--- src/rtl/uart_pkg.sv ---
// uart_pkg: state encoding, parity-mode constants and frame-length helper shared by the UART blocks.
package uart_pkg;
    typedef enum logic [2:0] {IDLE, START, DATA, PARITY, STOP} uart_state_t;
    localparam bit PARITY_EVEN = 1'b0;
    localparam bit PARITY_ODD = 1'b1;
    function automatic int frame_bits(input int data_bits, input int parity_en, input int stop_bits);
        return 1 + data_bits + parity_en + stop_bits;
    endfunction
endpackage

--- src/rtl/uart_baud_tick.sv ---
// uart_baud_tick: CLKS_PER_BIT divider with synchronous clear; tick is high on the terminal count.
module uart_baud_tick #(
    parameter int CLKS_PER_BIT = 16
) (
    input  logic clk,
    input  logic reset,
    input  logic clr,
    output logic tick
);
    localparam int W = $clog2(CLKS_PER_BIT);
    localparam logic [W-1:0] LAST = W'(CLKS_PER_BIT - 1);
    logic [W-1:0] cnt;
    assign tick = cnt == LAST;
    always_ff @(posedge clk or negedge reset)
        if (!reset) cnt <= '0;
        else cnt <= (clr || tick) ? '0 : cnt + 1'b1;
endmodule

--- src/rtl/uart_tx_framer.sv ---
// uart_tx_framer: serialises bytes into start/data/parity/stop UART frames on a registered tx_out.
module uart_tx_framer #(
    parameter int CLKS_PER_BIT = 16,
    parameter int DATA_BITS = 8,
    parameter int PARITY_EN = 1,
    parameter int PARITY_ODD = 0,
    parameter int STOP_BITS = 1
) (
    input  logic                 clk,
    input  logic                 reset,
    input  logic [DATA_BITS-1:0] tx_data,
    input  logic                 tx_valid,
    output logic                 tx_ready,
    output logic                 tx_out,
    output logic                 busy,
    output logic                 frame_done
);
    import uart_pkg::*;
    localparam int BW = $clog2(DATA_BITS + 1);
    localparam logic [BW-1:0] LAST_DATA = BW'(DATA_BITS - 1);
    localparam logic [BW-1:0] LAST_STOP = BW'(STOP_BITS - 1);
    uart_state_t state, state_d;
    logic [BW-1:0] bit_cnt, bit_cnt_d;
    logic [DATA_BITS-1:0] shreg;
    logic par, tick, accept, tx_d;
    // Holding the divider clear while idle makes the start bit full length from accept.
    uart_baud_tick #(.CLKS_PER_BIT(CLKS_PER_BIT)) baud (
        .clk(clk), .reset(reset), .clr(state == IDLE), .tick(tick)
    );
    assign tx_ready = state == IDLE;
    assign busy = !tx_ready;
    assign accept = tx_valid && tx_ready;
    always_comb begin
        state_d = state;
        case (state)
            IDLE: state_d = accept ? START : IDLE;
            START: state_d = tick ? DATA : START;
            DATA: state_d = (tick && bit_cnt == LAST_DATA) ? (PARITY_EN != 0 ? PARITY : STOP) : DATA;
            PARITY: state_d = tick ? STOP : PARITY;
            STOP: state_d = (tick && bit_cnt == LAST_STOP) ? IDLE : STOP;
            default: state_d = IDLE;
        endcase
        bit_cnt_d = (state_d != state) ? '0 : bit_cnt + BW'(tick);
        tx_d = (state_d == START) ? 1'b0 :
               (state_d == DATA) ? ((state == DATA && tick) ? shreg[1] : shreg[0]) :
               (state_d == PARITY) ? par : 1'b1;
    end
    always_ff @(posedge clk or negedge reset)
        if (!reset) begin
            state <= IDLE;
            bit_cnt <= '0;
            tx_out <= 1'b1;
            frame_done <= 1'b0;
            shreg <= '0;
            par <= 1'b0;
        end else begin
            state <= state_d;
            bit_cnt <= bit_cnt_d;
            tx_out <= tx_d;
            frame_done <= state == STOP && state_d == IDLE;
            if (accept) begin
                shreg <= tx_data;
                par <= (^tx_data) ^ (PARITY_ODD != 0);
            end else if (state == DATA && tick) shreg <= shreg >> 1;
        end
endmodule
--- config.mk ---
export PLATFORM = sky130hd
export DESIGN_NAME = uart_tx_framer
export DESIGN_NICKNAME = d
export VERILOG_FILES = /design/src/rtl/uart_pkg.sv /design/src/rtl/uart_baud_tick.sv /design/src/rtl/uart_tx_framer.sv
export SDC_FILE = /design/constraint.sdc
export NUM_CORES = 1
export LEC_CHECK = 0
export ABC_AREA = 0
export BUFFER_PORTS_ARGS = -buffer_cell sky130_fd_sc_hd__buf_2
export CORE_MARGIN = 5
export CORE_UTILIZATION = 56
export CTS_CLUSTER_DIAMETER = 100
export DETAILED_ROUTE_END_ITERATION = 10
export PLACE_DENSITY_LB_ADDON = 0.05
export SYNTH_ARGS = -nofsm -noshare
export SYNTH_HDL_FRONTEND = slang
export SYNTH_SLANG_ARGS = --single-unit
--- constraint.sdc ---
create_clock -name clk -period 1.8 [get_ports clk]
set_input_delay 0.18 -clock clk [delete_from_list [all_inputs] [get_ports clk]]
set_output_delay 0.18 -clock clk [all_outputs]
set_load 0.02 [all_outputs]
# Yosys cells after proc, flatten, opt, wreduce, memory -nomap -nowiden
# Index checks and enable logic that the tools add are counted.
# totals
regBits,22
out_inout_bits,4
wordCells,45
input_bits,11
# classes
n_addsub,2
n_reduce_logical,12
eq_ne,10
n_mux,14
# op_table
operator,count
2-to-1 mux 8 bit,2
one-hot mux 3 bit (5 select lines),1
== test 3 x 2 -> 1 bit (second input constant),4
2-to-1 mux 4 bit,2
parity 8 bit,1
== test 3 x 1 -> 1 bit (second input constant),2
logical NOT 3 bit,2
2-to-1 mux 1 bit,6
2-to-1 mux 3 bit,2
logical AND 1 bit,5
adder 4 x 1 -> 4 bit,1
adder 4 x 1 -> 4 bit (second input constant),1
== test 4 x 3 -> 1 bit (second input constant),1
== test 4 bit (second input constant),1
logical NOT 4 bit,1
== test 3 bit (second input constant),1
!= test 3 bit,1
2-to-1 mux 2 bit,1
nonzero test 2 bit,1
logical NOT 1 bit,1
logical OR 1 bit,1

# Depth between registers and ports, before layout
# Gate-level depths: netlist of run 1.
# depth
depth_word,8
mapped_depth,7
mapped_depth_nobuf,7

# Modules after synthesis
# A second synthesis of run 1 with hierarchy kept.
# hier_totals
hier_cells,111
area_unflattened_um2,1169.9
# by_module_without_submodules
module,cells_per_inst,seq_area_each_um2,instances,area_per_inst_um2
uart_tx_framer,98,451.7,1,998.5
uart_baud_tick,13,100.1,1,171.4

# Worst setup path before layout of run 1
# OpenSTA, ideal clock, no wires.
# synth_path
kind,reg2reg
startpoint,register state[1]
endpoint,register baud.cnt[1]
arrival_ns,1.745
path_slack_ns,-0.065
n_path_buf,1
setup_time_ns,0.120
stages_incl_launch_ff,5
synth_period_minus_slack_ns,1.865
t_required_ns,1.680
path_cell_list,dfrtp_1 buf_4 nor3_1 inv_1 and3_1
# synth_via
elab_chain_cells,3
# synth_lines
element,line,source
start: declaration,uart_tx_framer.sv:22,"uart_state_t state, state_d;"
start signal: assignment,uart_tx_framer.sv:57,state <= state_d;
logical NOT 3 bit,-,
via tx_ready,uart_tx_framer.sv:13,"output logic tx_ready,"
logical OR 1 bit,uart_baud_tick.sv:16,else cnt <= (clr || tick) ? '0 : cnt + 1'b1;
2-to-1 mux 4 bit,uart_baud_tick.sv:16,
end signal: assignment,uart_baud_tick.sv:16,
end: declaration,uart_baud_tick.sv:12,logic [W-1:0] cnt;
# The timed path passes the listed nets, and every way through them passes these cells.
# A chain may end at the register's enable or synchronous reset.

# Final worst setup path of run 1
# layout_path
startpoint,register state[2]
endpoint,output busy
# layout_via
elab_chain_cells,2
# layout_lines
element,line,source
logical NOT 3 bit,uart_tx_framer.sv:30,assign tx_ready = state == IDLE;
logical NOT 1 bit,uart_tx_framer.sv:31,assign busy = !tx_ready;
end: declaration,uart_tx_framer.sv:15,"output logic busy,"
# No other way between the ends.

==> results of run 1 <==
[power breakdown]
group / switching (mW) / internal (mW) / total, mW / leakage [nW]
Sequential: 0.00766 / 0.508 / 0.516 / 0.272
Combinational: 0.0376 / 0.0375 / 0.0751 / 0.307
Clock: 0.150 / 0.225 / 0.375 / 0.0279
[cells in the final DEF (no fill, tap or decap), types with 2 or more instances in the layout]
| cell type | synthesis | routed |
|---|---|---|
| o21ai_0 | 7 | 7 |
| inv_1 | 3 | 3 |
| dfrtp_1 | 21 | 21 |
| clkbuf_4 | 0 | 3 |
| mux2i_1 | 8 | 8 |
| a21oi_1 | 2 | 2 |
| nor2_1 | 7 | 7 |
| nand3_1 | 2 | 2 |
| xor2_1 | 3 | 3 |
| ha_1 | 3 | 3 |
| nand2_1 | 11 | 11 |
| xnor2_1 | 9 | 9 |
| nand2b_1 | 3 | 3 |
| nor2b_1 | 3 | 3 |
| nand4_1 | 2 | 2 |
| buf_2 | 1 | 14 |
[metal layers]
layer / global-route usage (%) / share of wire, % / up-vias
li1: - / - / 410
met1: 18.4 / 46 / 397
met2: 24.4 / 50 / 11
met4: 5.76 / 0.60 / 0
met5: 0 / 0 / -
met3: 2.32 / 3.1 / 2
[area by class of cell]
| type | count | area share [%] |
|---|---|---|
| Multi-Input combinational cell | 79 | 44.6 |
| Sequential cell | 22 | 41.1 |
| Timing Repair Buffer | 16 | 6.53 |
| Tap cell | 27 | 2.52 |
| Clock inverter | 1 | 2.24 |
| Clock buffer | 3 | 1.68 |
| Inverter | 4 | 1.31 |
[what timing repair did]
action                                  in CTS  in global routing
hold buffers                                 1                  0
endpoints found under the hold margin       21                  0
endpoints found under the setup margin       0                  1
gates resized for setup                      0                  3
[sequential cells by signal, summed over array words and instances (netlist names)]
name,count
baud.cnt,4
bit_cnt,4
tx_out,1
par,1
shreg,8
frame_done,1
state,3
[metrics by stage]
stage | instance area, um^2 | util (%)
after detailed placement | 1270 | 64.1
after CTS | 1330 | 67.3
after global placement | 1270 | 64.1
after floorplan | 1190 | -
final | 1340 | 67.7
after global routing | 1340 | 67.7
[cells by family (layout without fill, tap and decap cells)]
kind of cell	count (synthesis)	after routing	share of synthesized area [%]
muxes	8	8	6.75
adders and majority gates	3	3	3.16
xor gates and xnor gates	12	12	8.86
AOI/OAI and AO/OA	17	17	10.7
buffers and inverters	8	24	4.01
and+or+nand+nor	39	39	20.0
DFF	22	22	46.5
[how the worst max path moves through the flow]
stage	start	end	slack [ns]	depth (start not counted)
2_1_floorplan	baud.cnt[0]	tx_out	0.23	6
3_5_place_dp	baud.cnt[0]	tx_out	0.09	6
3_3_place_gp	baud.cnt[0]	tx_out	0.15	6
4_1_cts	baud.cnt[0]	tx_out	0.07	6
6_report	state[2]	busy	0.15	3
5_1_grt	baud.cnt[0]	tx_out	0.003	6
[synth_stat cells (all sizes together)]
| cell type | n |
|---|---|
| and3 | 1 |
| and4 | 1 |
| nor2b | 3 |
| a21oi | 2 |
| xor2 | 3 |
| nand2b | 3 |
| mux2i | 8 |
| a31oi | 2 |
| a31o | 1 |
| or3b | 1 |
| dfrtp | 21 |
| o21ai | 8 |
| a2111oi | 1 |
| dfstp | 1 |
| o32ai | 1 |
| or2 | 1 |
| nor2 | 8 |
| nand4 | 2 |
| nor3 | 1 |
| nand3 | 4 |
| o21a | 1 |
| buf | 4 |
| nand2 | 11 |
| clkinv | 1 |
| and2 | 1 |
| nor4b | 1 |
| ha | 3 |
| a211oi | 1 |
| inv | 3 |
| nor4 | 1 |
| xnor2 | 9 |
[worst register-to-register path, delay by kind of cell, from the launching register on]
family / cells / cell delay, ns
AOI/OAI and AO/OA: 1 / 0.41
adders and majority gates: 1 / 0.23
buffers and inverters: 1 / 0.13
DFF: 1 / 0.39
muxes: 1 / 0.12
and+or+nand+nor: 2 / 0.32
==> run_results.csv, run 1 <==
group,metric,value,unit
place,dpl.cell_count,147,
finish,diodes,0,
grt,grt_pass1_vias,894,
sta,setup_viol,0,
grt,grt_pass1_wl,3.67,mm
clock_tree,clkSlewWorstSetupHoldPaths,0.13,ns
die,start_util,59.8,%
job,maxCapViolations,0,
die,rows,16,
routing,wl_per_cell,14.2,um
place,dp_hpwl,1.60,mm
logic_synthesis,ys_ff_latch,22,
sta,grt_setup_unrepaired,"no",
run_status,status,"complete, no violations",
die,ios,15,
pwr,p_leak,0.606,nW
min_path,min_path_type,"input pin to flip-flop",
routing,ant_nets,0,
clock_tree,cts_tree,"done",
routing,first_pass_iters,4,
sta,tns,0,ns
setup_path,critPathMaxStageDelay,0.54,ns
clock_tree,cts_buffers,3,
finish,drive_above_1_share,24.8,%
clock_tree,clk_latency,0.31,ns
setup_path,crit_chain,"nor3_2, inv_1, buf_2",
setup_path,endpoint_kind,"primary output",
pwr,power.total,0.966,mW
die,die_h,56.0,um
setup_path,crit_path_top_delay_cell,"dfrtp_1",
sta,slew-limit-headroom,66.9,%
finish,multi_input_area,598,um^2
logic_synthesis,syn_area_per_cell,10.9,um^2
die,fp.coreArea,1980,um^2
routing,drt_wl_total,2.15,mm
logic_synthesis,syn_nets,123,
finish,syn2layout_area_growth,13.1,%
routing,drt-vias-per-instance,5.39,
setup_path,reg2regPathDepth,6,
die,dieArea,3140,um^2
setup_path,reg2reg_from,"baud.cnt[0]",
sta,final_max_slew_viol_count,0,
setup_path,arrival,1.47,ns
finish,fin_nets,140,
sta,holdWs,0.0968,ns
pwr,powerDensity,720,nW/um^2
grt,grt-ovfl-total,0,
finish,seq_area,552,um^2
sta,tightest_slew,0.492,ns
min_path,worstHoldPathCells,3,
min_path,hold_start,"tx_data[4]",
setup_path,worstReg2RegEnd,"tx_out",
clock_tree,cts_setup_buffers,0,
place,gp_routability_congestion,0.822,
logic_synthesis,synth_area,1190,um^2
logic_synthesis,synthCells,109,
place,portBuffers,14,
finish,fillers,163,
grt,grt.total_usage,14.5,%
setup_path,critical_path_class,"flip-flop to primary output",
grt,grt_max_degree,23,
die,die_w,56.0,um
setup_path,critPathRequiredTime,1.62,ns
logic_synthesis,yosysTopAreaCell,"dfrtp_1",
sta,finalClockSkew,0.0115,ns
sta,hold_violations,0,
logic_synthesis,synthTopCellsByArea,"dfrtp_1 44%, mux2i_1 6.8%, xnor2_1 6.6%",
sta,fin_crit_sh,91.5,%
finish,final_cells,152,
setup_path,path_buf_inv,2,
clock_tree,clockRootBuffer,"clkbuf_4",
sta,fmax,607,MHz
pwr,ir_drop,671,uV
setup_path,start_kind,"flip-flop",
clock_tree,cts.path.max_buffers,2,
logic_synthesis,synthDistinctLibCells,38,
setup_path,worstPathMaxFanout,9,
clock_tree,clock-sinks,22,
setup_path,timing.reg2reg.setup_slack,0.16,ns
sta,min_period,1.65,ns
sta,setup_slack,0.153,ns
place,dp_slack,0.0930,ns
logic_synthesis,ys_seq_area_share,46.5,%
logic_synthesis,yosysTopAreaCellShare,44.3,%
routing,drt_iter0_drc,20,
routing,drc,0,
logic_synthesis,yosys_warnings,0,
setup_path,crit_family,"flip-flops",
grt,antenna_found_initial,0,
routing,vias,820,
min_path,hold_path_end,"shreg[4]",
clock_tree,cts_max_level,1,
Power figures use the tool's default switching activity.
==> run 2: changes to the inputs <==
==> constraint.sdc (replaced) <==
create_clock -name clk -period 1.6 [get_ports clk]
set_input_delay 0.16 -clock clk [delete_from_list [all_inputs] [get_ports clk]]
set_output_delay 0.16 -clock clk [all_outputs]
set_load 0.02 [all_outputs]
==> run 2 against run 1 <==
Highest routed layer unchanged. Power decreased by 4.1%. Largest cell class unchanged. Final cell count increased by 6.6%. Worst hold slack got worse by 0.024 ns. Utilization increased by 5.1 points. Critical endpoint is now tx_out. Setup slack got worse by 0.10 ns. Largest power group unchanged. Design area increased by 7.6%. Via count increased by 7.1%. Sequential power increased by 13%.
==> run_results.csv, run 2 (synthesis results as in run 1) <==
group,metric,value,unit
finish,top_register,"shreg",
clock_tree,clk_latency,0.31,ns
pwr,power.total,0.926,mW
sta,final_max_slew_viol_count,0,
routing,ant_nets,0,
sta,finalClockSkew,0.00218,ns
job,maxCapViolations,0,
routing,drt_iter0_drc,16,
clock_tree,cts_max_level,1,
finish,finish.utilization,72.8,%
pwr,p_leak,0.639,nW
clock_tree,clockRootBuffer,"clkbuf_4",
place,dpl_cell_area,1320,um^2
place,gp_routability_congestion,0.835,
finish,fin_nets,150,
setup_path,critPathRequiredTime,1.84,ns
sta,holdWs,0.0723,ns
pwr,powerDensity,642,nW/um^2
finish,final_cell_mix,"18 x dfrtp_1, 14 x buf_2, 11 x nand2_1",
finish,layout_commonest_cell,"dfrtp_1",
clock_tree,cts.path.max_buffers,2,
routing,first_pass_iters,4,
setup_path,endpoint_kind,"flip-flop",
routing,wl_per_cell,14.7,um
setup_path,worstPathMaxFanout,3,
setup_path,critical_path_class,"flip-flop to flip-flop",
routing,wl_met3,68,um
die,dieArea,3140,um^2
routing,vias,878,
sta,min_period,1.55,ns
die,die_h,56.0,um
clock_tree,clkSlewWorstSetupHoldPaths,0.12,ns
finish,syn2layout_area_growth,21.6,%
die,ios,15,
finish,largest_reg_flops,8,
routing,drt_wl_total,2.39,mm
place,dp_hpwl,1.64,mm
min_path,min_path_type,"input pin to flip-flop",
routing,wl_met1,1.07,mm
routing,highest_layer,"met4",
clock_tree,cts_tree,"done",
die,start_util,59.8,%
finish,drive_above_1_share,34.8,%
finish,diodes,0,
die,fp.coreArea,1980,um^2
sta,fin_crit_sh,97.0,%
die,rows,16,
routing,drt-vias-per-instance,5.42,
grt,grt.total_usage,14.9,%
place,portBuffers,14,
routing,drc,0,
finish,top_regs,"shreg x8, baud.cnt x4, bit_cnt x4",
clock_tree,clock-sinks,22,
die,die_w,56.0,um
sta,tightest_slew,0.493,ns
clock_tree,cts_buffers,3,
setup_path,arrival,1.79,ns
sta,setup_viol,0,
grt,grt_max_degree,23,
sta,fmax,645,MHz
sta,slew-limit-headroom,67.1,%
setup_path,start_kind,"flip-flop",
sta,tns,0,ns
finish,design_area,1440,um^2
routing,route.met2.wl,1.23,mm
grt,grt_pass1_vias,855,
setup_path,timing.reg2reg.setup_slack,0.05,ns
grt,antenna_found_initial,0,
sta,hold_violations,0,
finish,fillers,141,
pwr,ir_drop,465,uV
run_status,status,"complete, no violations",
grt,grt-ovfl-total,0,
grt,grt_pass1_wl,3.83,mm
[run 2: power by group]
group	leakage, nW	internal, mW	switching [mW]
registers	0.268	0.572	0.00918
logic	0.356	0.0427	0.0412
clock network	0.0150	0.0973	0.164
[run 2: final timing paths]
kind                             start         end  cells past startpoint
min reg2reg                        par      tx_out                      2
min                         tx_data[4]    shreg[4]                      3
max reg2reg                baud.cnt[0]      tx_out                      7
max                        baud.cnt[0]      tx_out                      7
max in group asynchronous        reset      tx_out                      2
min in group asynchronous        reset  frame_done                      2
[run 2: metal layers]
metal  global-route usage, %  vias up
met3                    2.32        2
met4                    3.05        0
met2                    24.9       12
li1                        -      435
met1                    20.3      429
met5                       0        -
[run 2: what timing repair did]
item                                    4_1_cts  5_1_grt
resized for setup                             7        8
hold buffers                                  1        0
endpoints found under the setup margin        5       11
cloned                                        0        0
pin swaps                                     0        2
setup buffers                                 1        3
hold endpoints to repair                     21        0
[run 2: area by class of cell]
cell class | count | area (um^2) | area share (%)
timing repair buffer | 26 | 168 | 11.6
inverter | 4 | 17.5 | 1.21
multi-input combinational | 79 | 642 | 44.5
clock buffer | 4 | 26.3 | 1.82
sequential | 22 | 556 | 38.5
tap | 27 | 33.8 | 2.34
[run 2: worst max-delay path, stage by stage, from the launching register on]
cell     delay [ns]
dfrtp_1        0.42
ha_2           0.21
buf_4          0.14
nand4_1        0.13
buf_4          0.16
mux2i_4        0.22
nand2_1        0.07
mux2i_1        0.14
[run 2: metrics by stage]
stage | worst slack (ns) | instances
2_1_floorplan | 0.0258 | 109
3_3_place_gp | 0.0179 | 153
3_5_place_dp | -0.0102 | 153
4_1_cts | 0.00231 | 159
5_1_grt | -0.000605 | 162
6_report | 0.0485 | 162
==> run 3: changes to the inputs <==
--- a/config.mk
+++ b/config.mk
@@ -12,6 +12,7 @@
 export CTS_CLUSTER_DIAMETER = 100
 export DETAILED_ROUTE_END_ITERATION = 10
 export PLACE_DENSITY_LB_ADDON = 0.05
+export REMOVE_ABC_BUFFERS = 1
 export SYNTH_ARGS = -nofsm -noshare
 export SYNTH_HDL_FRONTEND = slang
 export SYNTH_SLANG_ARGS = --single-unit
==> run 3 against run 2 <==
Clock skew increased by 0.0036 ns. Largest cell class unchanged. Sequential cell count stayed put. Count of clock-buffer cells in the layout did not move. Die area unchanged. Non-clock buffer count shrank 3. Combinational power shrank 0.6%. Global-route usage increased by 0.71 points. Fmax increased by 1.8%. Routed wire length is 8.5% lower. Power increased by 4.6%. Final cell count decreased by 1.9%.
==> run_results.csv, run 3 (synthesis results as in run 1) <==
group,metric,value,unit
finish,diodes,0,
place,dpl_cell_area,1310,um^2
routing,drt-vias-per-instance,5.30,
die,fp.coreArea,1980,um^2
die,ios,15,
setup_path,worstSetupEndpoint,"busy",
setup_path,critPathRequiredTime,1.44,ns
pwr,p_leak,0.631,nW
sta,final_max_slew_viol_count,0,
clock_tree,cts_tree,"done",
grt,grt-ovfl-total,0,
pwr,ir_drop,735,uV
finish,drive_above_1_share,34.8,%
sta,slew-limit-headroom,66.7,%
die,die_h,56.0,um
grt,grt.total_usage,15.6,%
place,dp_hpwl,1.67,mm
clock_tree,cts.path.max_buffers,2,
sta,setup_slack,0.0758,ns
finish,layout_commonest_cell,"dfrtp_1",
sta,setup_viol,0,
sta,tns,0,ns
setup_path,reg2reg_from,"baud.cnt[0]",
setup_path,reg2regPathDepth,7,
routing,wl_per_cell,13.7,um
clock_tree,clock-sinks,22,
sta,fin_crit_sh,95.3,%
job,maxCapViolations,0,
sta,tightest_slew,0.499,ns
finish,fin_nets,147,
routing,drc,0,
routing,vias,842,
finish,finish.utilization,72.3,%
finish,final_cell_mix,"19 x dfrtp_1, 14 x buf_2, 11 x nand2_1",
grt,grt_pass1_wl,3.87,mm
setup_path,arrival,1.36,ns
setup_path,critical_path_class,"flip-flop to primary output",
setup_path,endpoint_kind,"primary output",
sta,min_period,1.52,ns
setup_path,worstReg2RegEnd,"tx_out",
pwr,powerDensity,676,nW/um^2
grt,antenna_found_initial,0,
place,portBuffers,14,
sta,holdWs,0.0677,ns
sta,grt_setup_unrepaired,"yes",
place,gp_routability_congestion,0.832,
die,start_util,59.8,%
sta,hold_violations,0,
die,dieArea,3140,um^2
place,dp_slack,-0.0317,ns
finish,syn2layout_area_growth,20.9,%
die,rows,16,
run_status,status,"complete, no violations",
finish,largest_reg_flops,8,
routing,drt_iter0_drc,6,
grt,grt_max_degree,23,
finish,top_register,"shreg",
min_path,min_path_type,"input pin to flip-flop",
clock_tree,clk_latency,0.31,ns
clock_tree,cts_buffers,3,
routing,first_pass_iters,3,
clock_tree,clkSlewWorstSetupHoldPaths,0.12,ns
clock_tree,cts_max_level,1,
finish,top_regs,"shreg x8, baud.cnt x4, bit_cnt x4",
sta,fmax,656,MHz
die,die_w,56.0,um
setup_path,start_kind,"flip-flop",
sta,finalClockSkew,0.00579,ns
finish,design_area,1430,um^2
routing,drt_wl_total,2.18,mm
setup_path,startpoint,"state[2]",
routing,ant_nets,0,
setup_path,timing.reg2reg.setup_slack,0.08,ns
grt,grt_pass1_vias,881,
setup_path,worstPathMaxFanout,9,
clock_tree,clockRootBuffer,"clkbuf_4",
==> run 3: report_power, final <==
part / switching, mW / leakage, nW / internal [mW]
registers: 0.00830 / 0.270 / 0.572
clock network: 0.167 / 0.0210 / 0.139
logic: 0.0407 / 0.341 / 0.0427
total: 0.216 / 0.631 / 0.753
==> run 3: through the flow <==
step,instances,total power [mW]
after floorplan,105,0.635
after global placement,153,0.670
after detailed placement,153,0.672
after CTS,158,0.979
after global routing,159,1.03
final,159,0.969
==> run 3: critical path: stages (launching register included) <==
cell     delay, ns
dfrtp_2       0.52
nor3_4        0.28
inv_1         0.09
buf_2         0.17
==> run 3: cell type report <==
cell class | count | area [um^2]
multi-input combinational | 79 | 652
sequential | 22 | 554
fill | 149 | 548
timing repair buffer | 23 | 140
clock buffer | 4 | 36.3
tap | 27 | 33.8
inverter | 4 | 17.5
==> run 3: per-layer routing <==
layer  vias up  wire length (um)  GRT usage, %
li1        426                 -             -
met1       398               974          19.3
met2        14              1110          24.9
met3         4                67          4.41
met4         0                31          7.46
met5         -                 0             0
==> run 3: how the worst min path moves through the flow <==
stage / startpoint / end / cells past startpoint
floorplan: reset / baud.cnt[0] / 0
global placement: reset / state[2] / 1
detailed placement: reset / baud.cnt[2] / 1
CTS: tx_data[1] / shreg[1] / 3
global route: tx_data[2] / shreg[2] / 3
finish: tx_data[5] / shreg[5] / 3
==> run 3: repair_timing <==
item	4_1_cts	5_1_grt
hold endpoints to repair	21	0
gates resized for setup	9	6
hold buffers	1	0
setup endpoints to repair	6	14
buffers inserted	0	1
pin swaps	1	0
